==> config.mk <==
export PLATFORM = sky130hd
export DESIGN_NAME = matmul_engine
export DESIGN_NICKNAME = d
export VERILOG_FILES = /design/src/rtl/matmul_engine.sv
export SDC_FILE = /design/constraint.sdc
export NUM_CORES = 1
export LEC_CHECK = 0
export BUFFER_PORTS_ARGS = -buffer_cell sky130_fd_sc_hd__buf_2
export CAP_MARGIN = 40
export CORE_ASPECT_RATIO = 0.6
export CORE_MARGIN = 4
export CORE_UTILIZATION = 62
export CTS_CLUSTER_SIZE = 24
export DETAILED_ROUTE_END_ITERATION = 12
export GPL_ROUTABILITY_DRIVEN = 0
export PLACE_DENSITY = 0.86
export SYNTH_ARGS = -nofsm -noshare
export SYNTH_HDL_FRONTEND = slang
export SYNTH_SLANG_ARGS = --single-unit
==> constraint.sdc <==
create_clock -name clk -period 11.6 [get_ports clk]
set_clock_uncertainty 0.1 [all_clocks]
set_input_delay 1.16 -clock clk [delete_from_list [all_inputs] [get_ports clk]]
set_output_delay 1.16 -clock clk [all_outputs]
set_load 0.005 [all_outputs]
==> src/rtl/matmul_engine.sv <==
// matmul_engine: NxN output-stationary systolic matrix multiplier.
// Streams in W then X (row-major), computes X*W or X*W^T, and streams C out
// (row-major) with an optional ReLU applied first.
// Optional build macro MATMUL_SAT_EN: results saturate to the signed DW range
// instead of being truncated to their low DW bits.

// One processing element: multiply-accumulate on the operands presented to it.
module matmul_pe #(
  parameter int DW   = 8,
  parameter int ACCW = 18
) (
  input  logic                   clk,
  input  logic                   rst_n,
  input  logic                   clr,
  input  logic                   en,
  input  logic signed [DW-1:0]   a,
  input  logic signed [DW-1:0]   b,
  output logic signed [ACCW-1:0] acc
);
  logic signed [2*DW-1:0] prod;

  assign prod = a * b;

  // Accumulate at full precision; cleared when a new operation starts.
  always_ff @(posedge clk or negedge rst_n) begin
    if (!rst_n)   acc <= '0;
    else if (clr) acc <= '0;
    else if (en)  acc <= acc + ACCW'(prod);
  end
endmodule

module matmul_engine #(
  parameter int N    = 2,
  parameter int DW   = 8,
  parameter int ACCW = 2*DW + $clog2(N) + 1
) (
  input  logic          clk,
  input  logic          rst_n,
  input  logic [DW-1:0] in_data,
  input  logic          in_valid,
  output logic          in_ready,
  input  logic          transpose,
  input  logic          activation,
  output logic [DW-1:0] out_data,
  output logic          out_valid,
  input  logic          out_ready,
  output logic          done
);
  localparam int NN = N*N;
  localparam int LW = $clog2(2*NN);
  localparam int CW = $clog2(3*N);
  localparam int IW = (N > 1) ? $clog2(N) : 1;

  typedef enum logic [1:0] {IDLE, LOAD, COMPUTE, OUT} state_t;

  state_t state, state_nx;
  logic          rdy_en;
  logic [LW-1:0] lcnt;
  logic [CW-1:0] cnt;
  logic [IW-1:0] oi, oj;
  logic          tr_l, act_l;
  logic          xfer, last_xfer, comp_en, ohs, last_out;

  // W lives at 0..NN-1, X at NN..2*NN-1, both row-major.
  logic [DW-1:0] mem [2*NN];

  logic [N-1:0][DW-1:0]         a_feed, b_feed;
  logic [N-1:0][N-1:0][DW-1:0]  a_dly, b_dly;
  logic [N-1:0][N-1:0][ACCW-1:0] acc;

  logic signed [ACCW-1:0] acc_sel, acc_act;
  logic [DW-1:0]          fmt;

  assign in_ready  = rdy_en && (state == IDLE || state == LOAD);
  assign xfer      = in_valid && in_ready;
  assign last_xfer = xfer && (lcnt == LW'(2*NN-1));
  assign comp_en   = (state == COMPUTE);
  assign out_valid = (state == OUT);
  assign ohs       = out_valid && out_ready;
  assign last_out  = ohs && (oi == IW'(N-1)) && (oj == IW'(N-1));

  // State register.
  always_ff @(posedge clk or negedge rst_n) begin
    if (!rst_n) state <= IDLE;
    else        state <= state_nx;
  end

  // Next-state: the compute phase ends once the last skewed operand pair
  // has reached the bottom-right PE.
  always_comb begin
    state_nx = state;
    unique case (state)
      IDLE:    if (xfer) state_nx = LOAD;
      LOAD:    if (last_xfer) state_nx = COMPUTE;
      COMPUTE: if (cnt == CW'(3*N-2)) state_nx = OUT;
      OUT:     if (last_out) state_nx = IDLE;
      default: state_nx = IDLE;
    endcase
  end

  // Hold off in_ready until the first edge after reset releases.
  always_ff @(posedge clk or negedge rst_n) begin
    if (!rst_n) rdy_en <= 1'b0;
    else        rdy_en <= 1'b1;
  end

  // Load counter walks W then X and wraps for the next operation.
  always_ff @(posedge clk or negedge rst_n) begin
    if (!rst_n)    lcnt <= '0;
    else if (xfer) lcnt <= last_xfer ? '0 : lcnt + 1'b1;
  end

  // Operand storage; every operation rewrites all entries, so no reset.
  always_ff @(posedge clk) begin
    if (xfer) mem[lcnt] <= in_data;
  end

  // Mode bits are sampled with the final load element only.
  always_ff @(posedge clk or negedge rst_n) begin
    if (!rst_n) begin
      tr_l  <= 1'b0;
      act_l <= 1'b0;
    end else if (last_xfer) begin
      tr_l  <= transpose;
      act_l <= activation;
    end
  end

  // Compute cycle counter drives the skewed feed.
  always_ff @(posedge clk or negedge rst_n) begin
    if (!rst_n)         cnt <= '0;
    else if (last_xfer) cnt <= '0;
    else if (comp_en)   cnt <= cnt + 1'b1;
  end

  // Skewed edge feed: row r of X and column r of B start r cycles late,
  // where B is W or W^T; zeros outside each window.
  always_comb begin
    a_feed = '0;
    b_feed = '0;
    if (comp_en) begin
      for (int r = 0; r < N; r++) begin
        if (int'(cnt) >= r && int'(cnt) < r + N) begin
          a_feed[r] = mem[LW'(NN + r*N + int'(cnt) - r)];
          b_feed[r] = tr_l ? mem[LW'(r*N + int'(cnt) - r)]
                           : mem[LW'((int'(cnt) - r)*N + r)];
        end
      end
    end
  end

  // Operand shift chains: a moves right along each row, b down each column.
  always_ff @(posedge clk or negedge rst_n) begin
    if (!rst_n) begin
      a_dly <= '0;
      b_dly <= '0;
    end else if (last_xfer) begin
      a_dly <= '0;
      b_dly <= '0;
    end else if (comp_en) begin
      for (int r = 0; r < N; r++) begin
        a_dly[r][0] <= a_feed[r];
        b_dly[r][0] <= b_feed[r];
        for (int s = 1; s < N; s++) begin
          a_dly[r][s] <= a_dly[r][s-1];
          b_dly[r][s] <= b_dly[r][s-1];
        end
      end
    end
  end

  for (genvar i = 0; i < N; i++) begin : g_row
    for (genvar j = 0; j < N; j++) begin : g_col
      matmul_pe #(.DW(DW), .ACCW(ACCW)) u_pe (
        .clk   (clk),
        .rst_n (rst_n),
        .clr   (last_xfer),
        .en    (comp_en),
        .a     (a_dly[i][j]),
        .b     (b_dly[j][i]),
        .acc   (acc[i][j])
      );
    end
  end

  // Result index, row-major; advances only on an accepted result.
  always_ff @(posedge clk or negedge rst_n) begin
    if (!rst_n) begin
      oi <= '0;
      oj <= '0;
    end else if (ohs) begin
      if (oj == IW'(N-1)) begin
        oj <= '0;
        oi <= (oi == IW'(N-1)) ? '0 : oi + 1'b1;
      end else begin
        oj <= oj + 1'b1;
      end
    end
  end

  // Single-cycle completion pulse after the last result is taken.
  always_ff @(posedge clk or negedge rst_n) begin
    if (!rst_n) done <= 1'b0;
    else        done <= last_out;
  end

  assign acc_sel = acc[oi][oj];
  assign acc_act = (act_l && acc_sel[ACCW-1]) ? '0 : acc_sel;

`ifdef MATMUL_SAT_EN
  localparam logic signed [ACCW-1:0] SMAX = {{(ACCW-DW+1){1'b0}}, {(DW-1){1'b1}}};
  localparam logic signed [ACCW-1:0] SMIN = {{(ACCW-DW+1){1'b1}}, {(DW-1){1'b0}}};

  // Clamp to the signed output range.
  always_comb begin
    fmt = acc_act[DW-1:0];
    if (acc_act > SMAX)      fmt = SMAX[DW-1:0];
    else if (acc_act < SMIN) fmt = SMIN[DW-1:0];
  end
`else
  logic unused_hi;

  // Upper accumulator bits are deliberately dropped by truncation.
  assign fmt       = acc_act[DW-1:0];
  assign unused_hi = ^acc_act[ACCW-1:DW];
`endif

  assign out_data = out_valid ? fmt : '0;
endmodule

==> reports/qor.yml, run 1 <==
clk_pin_slew_ps: 70
grt_usage: 0.290
grt_pass1_wl_um: 89400
final_max_slew_viol_count: 0
worstSetupPathType: "reg -> reg"
p_per_area_mw_per_mm2: 265
worstPathArrival_ps: 6220
dpl.hpwl_um: 41100
final_nets: 2597
ys_types: 54
p_int_w: 0.00319
die_y_um: 154
cts_buffers: 22
cp_max_fo: 11
async_reset_ff_frac: 0.701
first_pass_iters: 5
netlist_area_sq_mm: 0.0222
drv_cap: 0
vias: 15300
hold_viol_final: 0
ys_ff_latch: 214
grt_pass1_vias: 16500
finalWirelength_um: 53600
synth_top_flop_cell: "dfrtp_1"
num_rows: 53
setup_viol: 0
hp-class: "reg -> reg"
max-vdd-ir-drop_mv: 0.200
layout_setup_ws_ps: 5700
area_growth_syn_to_layout_pct: 5.67
synth_edf_count: 64
final_cell_mix: "359 x inv_1, 320 x fa_1, 176 x ha_1"
status: "finished, final reports clean"
critPathLaunchType: "register"
drcViolationCount: 0
period_needed_ps: 5900
sequentialPowerShare: 0.235
synthCells: 2108
p_comb_frac: 0.643
drtIter0Drc: 1474
ys.warnings.count: 0
tightest_slew_ps: 879
syn-num-nets: 2619
synth_area_per_cell_sq_um: 10.5
drtAntennaViolNets: 0
required_ps: 11920
post_cts_resize_count: 0
tritoncts: "built"
power_w: 0.00622
cts_setup_buffers: 0
slew_headroom: 0.414
grt-ovfl-total: 0
final_common_cell: "inv_1"
io_pins: 25
vias_per_cell: 5.95
p_switching_w: 0.00302
dp_cells: 2529
core_area_sq_mm: 0.0351
drive_above_1_share: 0.0585
synth-seq-area-share: 0.256
portBuffers: 24
worstSetupEndpointType: "register"
clk_path_buf_depth: 3
hold_ws_ps: 418
grt_max_degree: 93
die_x_um: 252
n_antenna_cell: 0
max_freq_mhz: 169
start_util: 0.631
dp_slack_ps: 5750
htree_levels: 1
final_cells: 2569
die_area_sq_mm: 0.0389
setup_tns_ps: 0
clock_sinks: 214
cts_hold_buffers: 0
rsz0062_at_grt: "no"
cts-root-buf: "clkbuf_16"
swShare: 0.487
routedWlPerCell_um: 20.9
fin_crit_sh: 0.509
antenna_found_initial: 1
p_leak_nw: 11.8
pwr-share-clk: 0.123
clock_latency_ps: 550
## power by group through the flow
| stage | Sequential (W) | Clock, W | Combinational [W] |
|---|---|---|---|
| global route | 0.00149 | 0.000789 | 0.00452 |
| detailed placement | 0.00144 | 0 | 0.00391 |
| global placement | 0.00143 | 0 | 0.00365 |
| CTS | 0.00144 | 0.000761 | 0.00396 |
| finish | 0.00146 | 0.000763 | 0.00400 |
| floorplan | 0.00115 | 0 | 0.00313 |
## layer usage
layer / vias to the layer above / track usage / share of wire
met1: 7745 / 0.435 / 0.42
met2: 819 / 0.426 / 0.44
met3: 86 / 0.0844 / 0.12
li1: 6642 / - / -
met4: 0 / 0.0640 / 0.021
met5: - / 0 / 0
## cell families (layout without fill, tap and decap cells)
logic type	count (synthesis)	count (layout)	synth area share
AO/OA/AOI/OAI	206	206	0.0567
XOR/XNOR	71	71	0.0281
adder cells (fa/ha/maj)	497	497	0.389
buffers and inverters	453	447	0.0790
flip-flops	214	214	0.256
multiplexers	127	127	0.0760
other	1	1	0.000169
AND/OR/NAND/NOR	539	539	0.115
## per-stage QoR
step / util / area [sq um]
after global placement: 0.643 / 22600
after detailed placement: 0.645 / 22700
after CTS: 0.666 / 23400
final: 0.666 / 23400
after global routing: 0.666 / 23400
after floorplan: - / 22200
## cell type report
cell class                      instances  area [sq um]
Clock inverter                         12           161
Inverter                              364          1370
Multi-Input combinational cell       1441         14800
Tap cell                              467           584
Clock buffer                           28           583
Timing Repair Buffer                   43           284
Sequential cell                       214          5680
Fill cell                            2469         11700
## synthesized netlist by cell type, types with 28 or more instances
library cell	number	area share
ha_1	177	0.10
edfxtp_1	64	0.087
nand2_1	171	0.029
inv_1	359	0.061
a21oi_1	37	0.0084
clkbuf_1	57	0.0097
o21ai_1	28	0.0063
xnor2_1	54	0.021
dfrtp_1	150	0.17
nor2_1	154	0.026
and2_1	129	0.036
o21ai_0	62	0.014
fa_1	320	0.29
mux2i_1	93	0.042
mux4_2	33	0.034
## final timing paths
path | from | end | slack, ps | cells after the start
max | b_dly[16] | g_row[0].g_col[1].u_pe.acc[15] | 5700 | 15
min | act_l | act_l | 420 | 2
max reg2reg | b_dly[16] | g_row[0].g_col[1].u_pe.acc[15] | 5700 | 15
min reg2reg | act_l | act_l | 420 | 2
max in group asynchronous | rst_n | b_dly[26] | 9440 | 2
min in group asynchronous | rst_n | g_row[1].g_col[1].u_pe.acc[10] | 560 | 1
## critical path, cell delays in order, from the launching register on
cell	delay, ps
dfrtp_1	580
and2_1	690
inv_1	130
fa_1	510
inv_1	50
fa_1	480
fa_1	570
fa_1	430
fa_1	450
ha_1	350
a21o_1	190
a221oi_1	470
o21ai_1	250
a31oi_1	240
xor2_1	180
o21ai_0	100
## sequential cells by signal, summed over array words and instances, names as in the netlist
| name | flops |
|---|---|
| b_dly | 32 |
| done | 1 |
| tr_l | 1 |
| oj | 1 |
| mem | 64 |
| act_l | 1 |
| a_dly | 32 |
| g_row.g_col.u_pe.acc | 72 |
| lcnt | 3 |
| oi | 1 |
| rdy_en | 1 |
| cnt | 3 |
| state | 2 |
Power figures use the tool's default switching activity.
==> inputs of run 2 (changes only) <==
--- a/config.mk
+++ b/config.mk
@@ -9,11 +9,11 @@
 export CAP_MARGIN = 40
 export CORE_ASPECT_RATIO = 0.6
 export CORE_MARGIN = 4
-export CORE_UTILIZATION = 62
+export CORE_UTILIZATION = 60
 export CTS_CLUSTER_SIZE = 24
 export DETAILED_ROUTE_END_ITERATION = 12
 export GPL_ROUTABILITY_DRIVEN = 0
-export PLACE_DENSITY = 0.86
+export PLACE_DENSITY = 0.87
 export SYNTH_ARGS = -nofsm -noshare
 export SYNTH_HDL_FRONTEND = slang
 export SYNTH_SLANG_ARGS = --single-unit
==> constraint.sdc (replaced) <==
create_clock -name clk -period 4.95 [get_ports clk]
set_clock_uncertainty 0.1 [all_clocks]
set_input_delay 0.495 -clock clk [delete_from_list [all_inputs] [get_ports clk]]
set_output_delay 0.495 -clock clk [all_outputs]
set_load 0.005 [all_outputs]
==> run 2 against run 1 <==
Against the previous run:
- the flow now finishes with violations (setup timing)
- critical path depth increased by 1
- clock power is 130% higher
- setup slack got worse by 5800 ps
- cell area increased by 6.2%
- global-route usage is 0.50 points higher
- power grew to 2.6 times the previous value
- critical path type unchanged
==> reports/qor.yml, run 2 (synthesis gave the netlist of run 1 again) <==
cp_max_fo: 8
grt_pass1_wl_um: 92700
cp_cell_sequence: "buf_4 -> and2_2 -> buf_6 -> fa_2 -> fa_1 -> fa_1 -> fa_1 -> ha_1 -> ha_4 -> o21a_4 -> nand3_1 -> o21ai_2 -> nand4_1 -> a21oi_2 -> xnor2_1 -> o21ai_1"
hold_viol_final: 0
status: "complete, but fails checks"
max_freq_mhz: 198
fillers: 2358
die_area_sq_mm: 0.0402
grt_max_degree: 85
worst_path_max_delay_cell: "fa_1"
clock_sinks: 214
critPathLaunchType: "register"
tightest_slew_ps: 922
finalWirelength_um: 60800
worstPathArrival_ps: 5380
vias: 16300
drive_above_1_share: 0.159
p_leak_nw: 12.3
max-vdd-ir-drop_mv: 0.352
hp-class: "in -> reg"
start_util: 0.609
layout_setup_ws_ps: -104
antenna_found_initial: 2
vias_per_cell: 6.05
clk_pin_slew_ps: 70
path_common_cell: "fa_1"
grt_usage: 0.295
grt-ovfl-total: 0
p_per_area_mw_per_mm2: 655
clock_latency_ps: 570
setup_tns_ps: -104
dpl.hpwl_um: 44200
clk_path_buf_depth: 3
worstSetupPathType: "reg -> reg"
drtAntennaViolNets: 0
drcViolationCount: 0
core_area_sq_mm: 0.0364
largest_reg_flops: 72
required_ps: 5270
drv_cap: 0
period_needed_ps: 5050
die_x_um: 256
drtIter0Drc: 1903
final_cell_mix: "357 x inv_1, 306 x fa_1, 169 x nand2_1"
n_antenna_cell: 0
final_common_cell: "inv_1"
reg_top3: "g_row.g_col.u_pe.acc (72), mem (64)"
num_rows: 54
die_y_um: 157
max_stage_delay_ps: 570
io_pins: 25
violations: "setup timing"
dp_cells: 2631
setup_viol: 1
top_register: "g_row.g_col.u_pe.acc"
grt_pass1_vias: 17100
final_nets: 2710
slew_headroom: 0.381
first_pass_iters: 9
cts_buffers: 22
hold_ws_ps: 41.0
cts-root-buf: "clkbuf_16"
area_growth_syn_to_layout_pct: 12.2
fin_crit_sh: 1.02
routedWlPerCell_um: 22.6
worstSetupEndpointType: "register"
final_cells: 2691
power_w: 0.0163
tritoncts: "built"
portBuffers: 24
rsz0062_at_grt: "yes"
htree_levels: 1
final_max_slew_viol_count: 0
-- run 2: area by class of cell --
class | instances | area (sq um) | area share
Multi-Input combinational cell | 1441 | 15300 | 0.614
Sequential cell | 214 | 5710 | 0.230
Inverter | 364 | 1370 | 0.0550
Timing Repair Buffer | 156 | 1200 | 0.0484
Clock buffer | 30 | 601 | 0.0242
Tap cell | 476 | 596 | 0.0240
Clock inverter | 10 | 116 | 0.00468
-- run 2: worst paths after layout --
path	start	to	slack, ps	cells past startpoint
hold reg to reg	act_l	act_l	420	2
hold / removal	transpose	tr_l	40	3
max in group asynchronous	rst_n	b_dly[25]	3120	3
setup reg to reg	a_dly[7]	g_row[0].g_col[0].u_pe.acc[17]	-100	16
setup / recovery	a_dly[7]	g_row[0].g_col[0].u_pe.acc[17]	-100	16
min in group asynchronous	rst_n	g_row[1].g_col[1].u_pe.acc[13]	470	2
-- run 2: timing repair --
item	in CTS	in global routing
hold buffers	1	0
endpoints found under the setup margin	14	31
resized for setup	13	125
hold endpoints to repair	82	0
gates cloned	0	0
pin swaps	1	45
setup buffers	0	17
-- run 2: metrics by stage --
stage / area, sq um / setup slack, ps / util
3_5_place_dp: 23400 / -156 / 0.643
2_1_floorplan: 22200 / -23.5 / -
6_report: 24900 / -104 / 0.683
3_3_place_gp: 23300 / 45.5 / 0.641
4_1_cts: 24200 / 1.61 / 0.664
5_1_grt: 24900 / -181 / 0.683
-- run 2: power breakdown --
| part | internal (W) | switching, W |
|---|---|---|
| combinational | 0.00509 | 0.00634 |
| clock | 0.000922 | 0.000818 |
| sequential | 0.00238 | 0.000743 |
| total | 0.00839 | 0.00790 |
-- run 2: metal layers --
metal | routed length (um) | share of wire | global-route usage | up-vias
met1 | 23400 | 0.39 | 0.417 | 8129
met3 | 8210 | 0.14 | 0.106 | 212
li1 | - | - | - | 6848
met5 | 24 | 0.00039 | 0 | -
met4 | 2330 | 0.038 | 0.0853 | 4
met2 | 26800 | 0.44 | 0.436 | 1097
-- run 2: worst max-delay path, delay by kind of cell, from the launching register on --
| family | cells | cell delay, ps |
|---|---|---|
| adder cells (fa/ha/maj) | 6 | 2690 |
| AO/OA/AOI/OAI | 4 | 690 |
| flip-flops | 1 | 450 |
| XOR/XNOR | 1 | 170 |
| AND/OR/NAND/NOR | 3 | 470 |
| buffers and inverters | 2 | 340 |
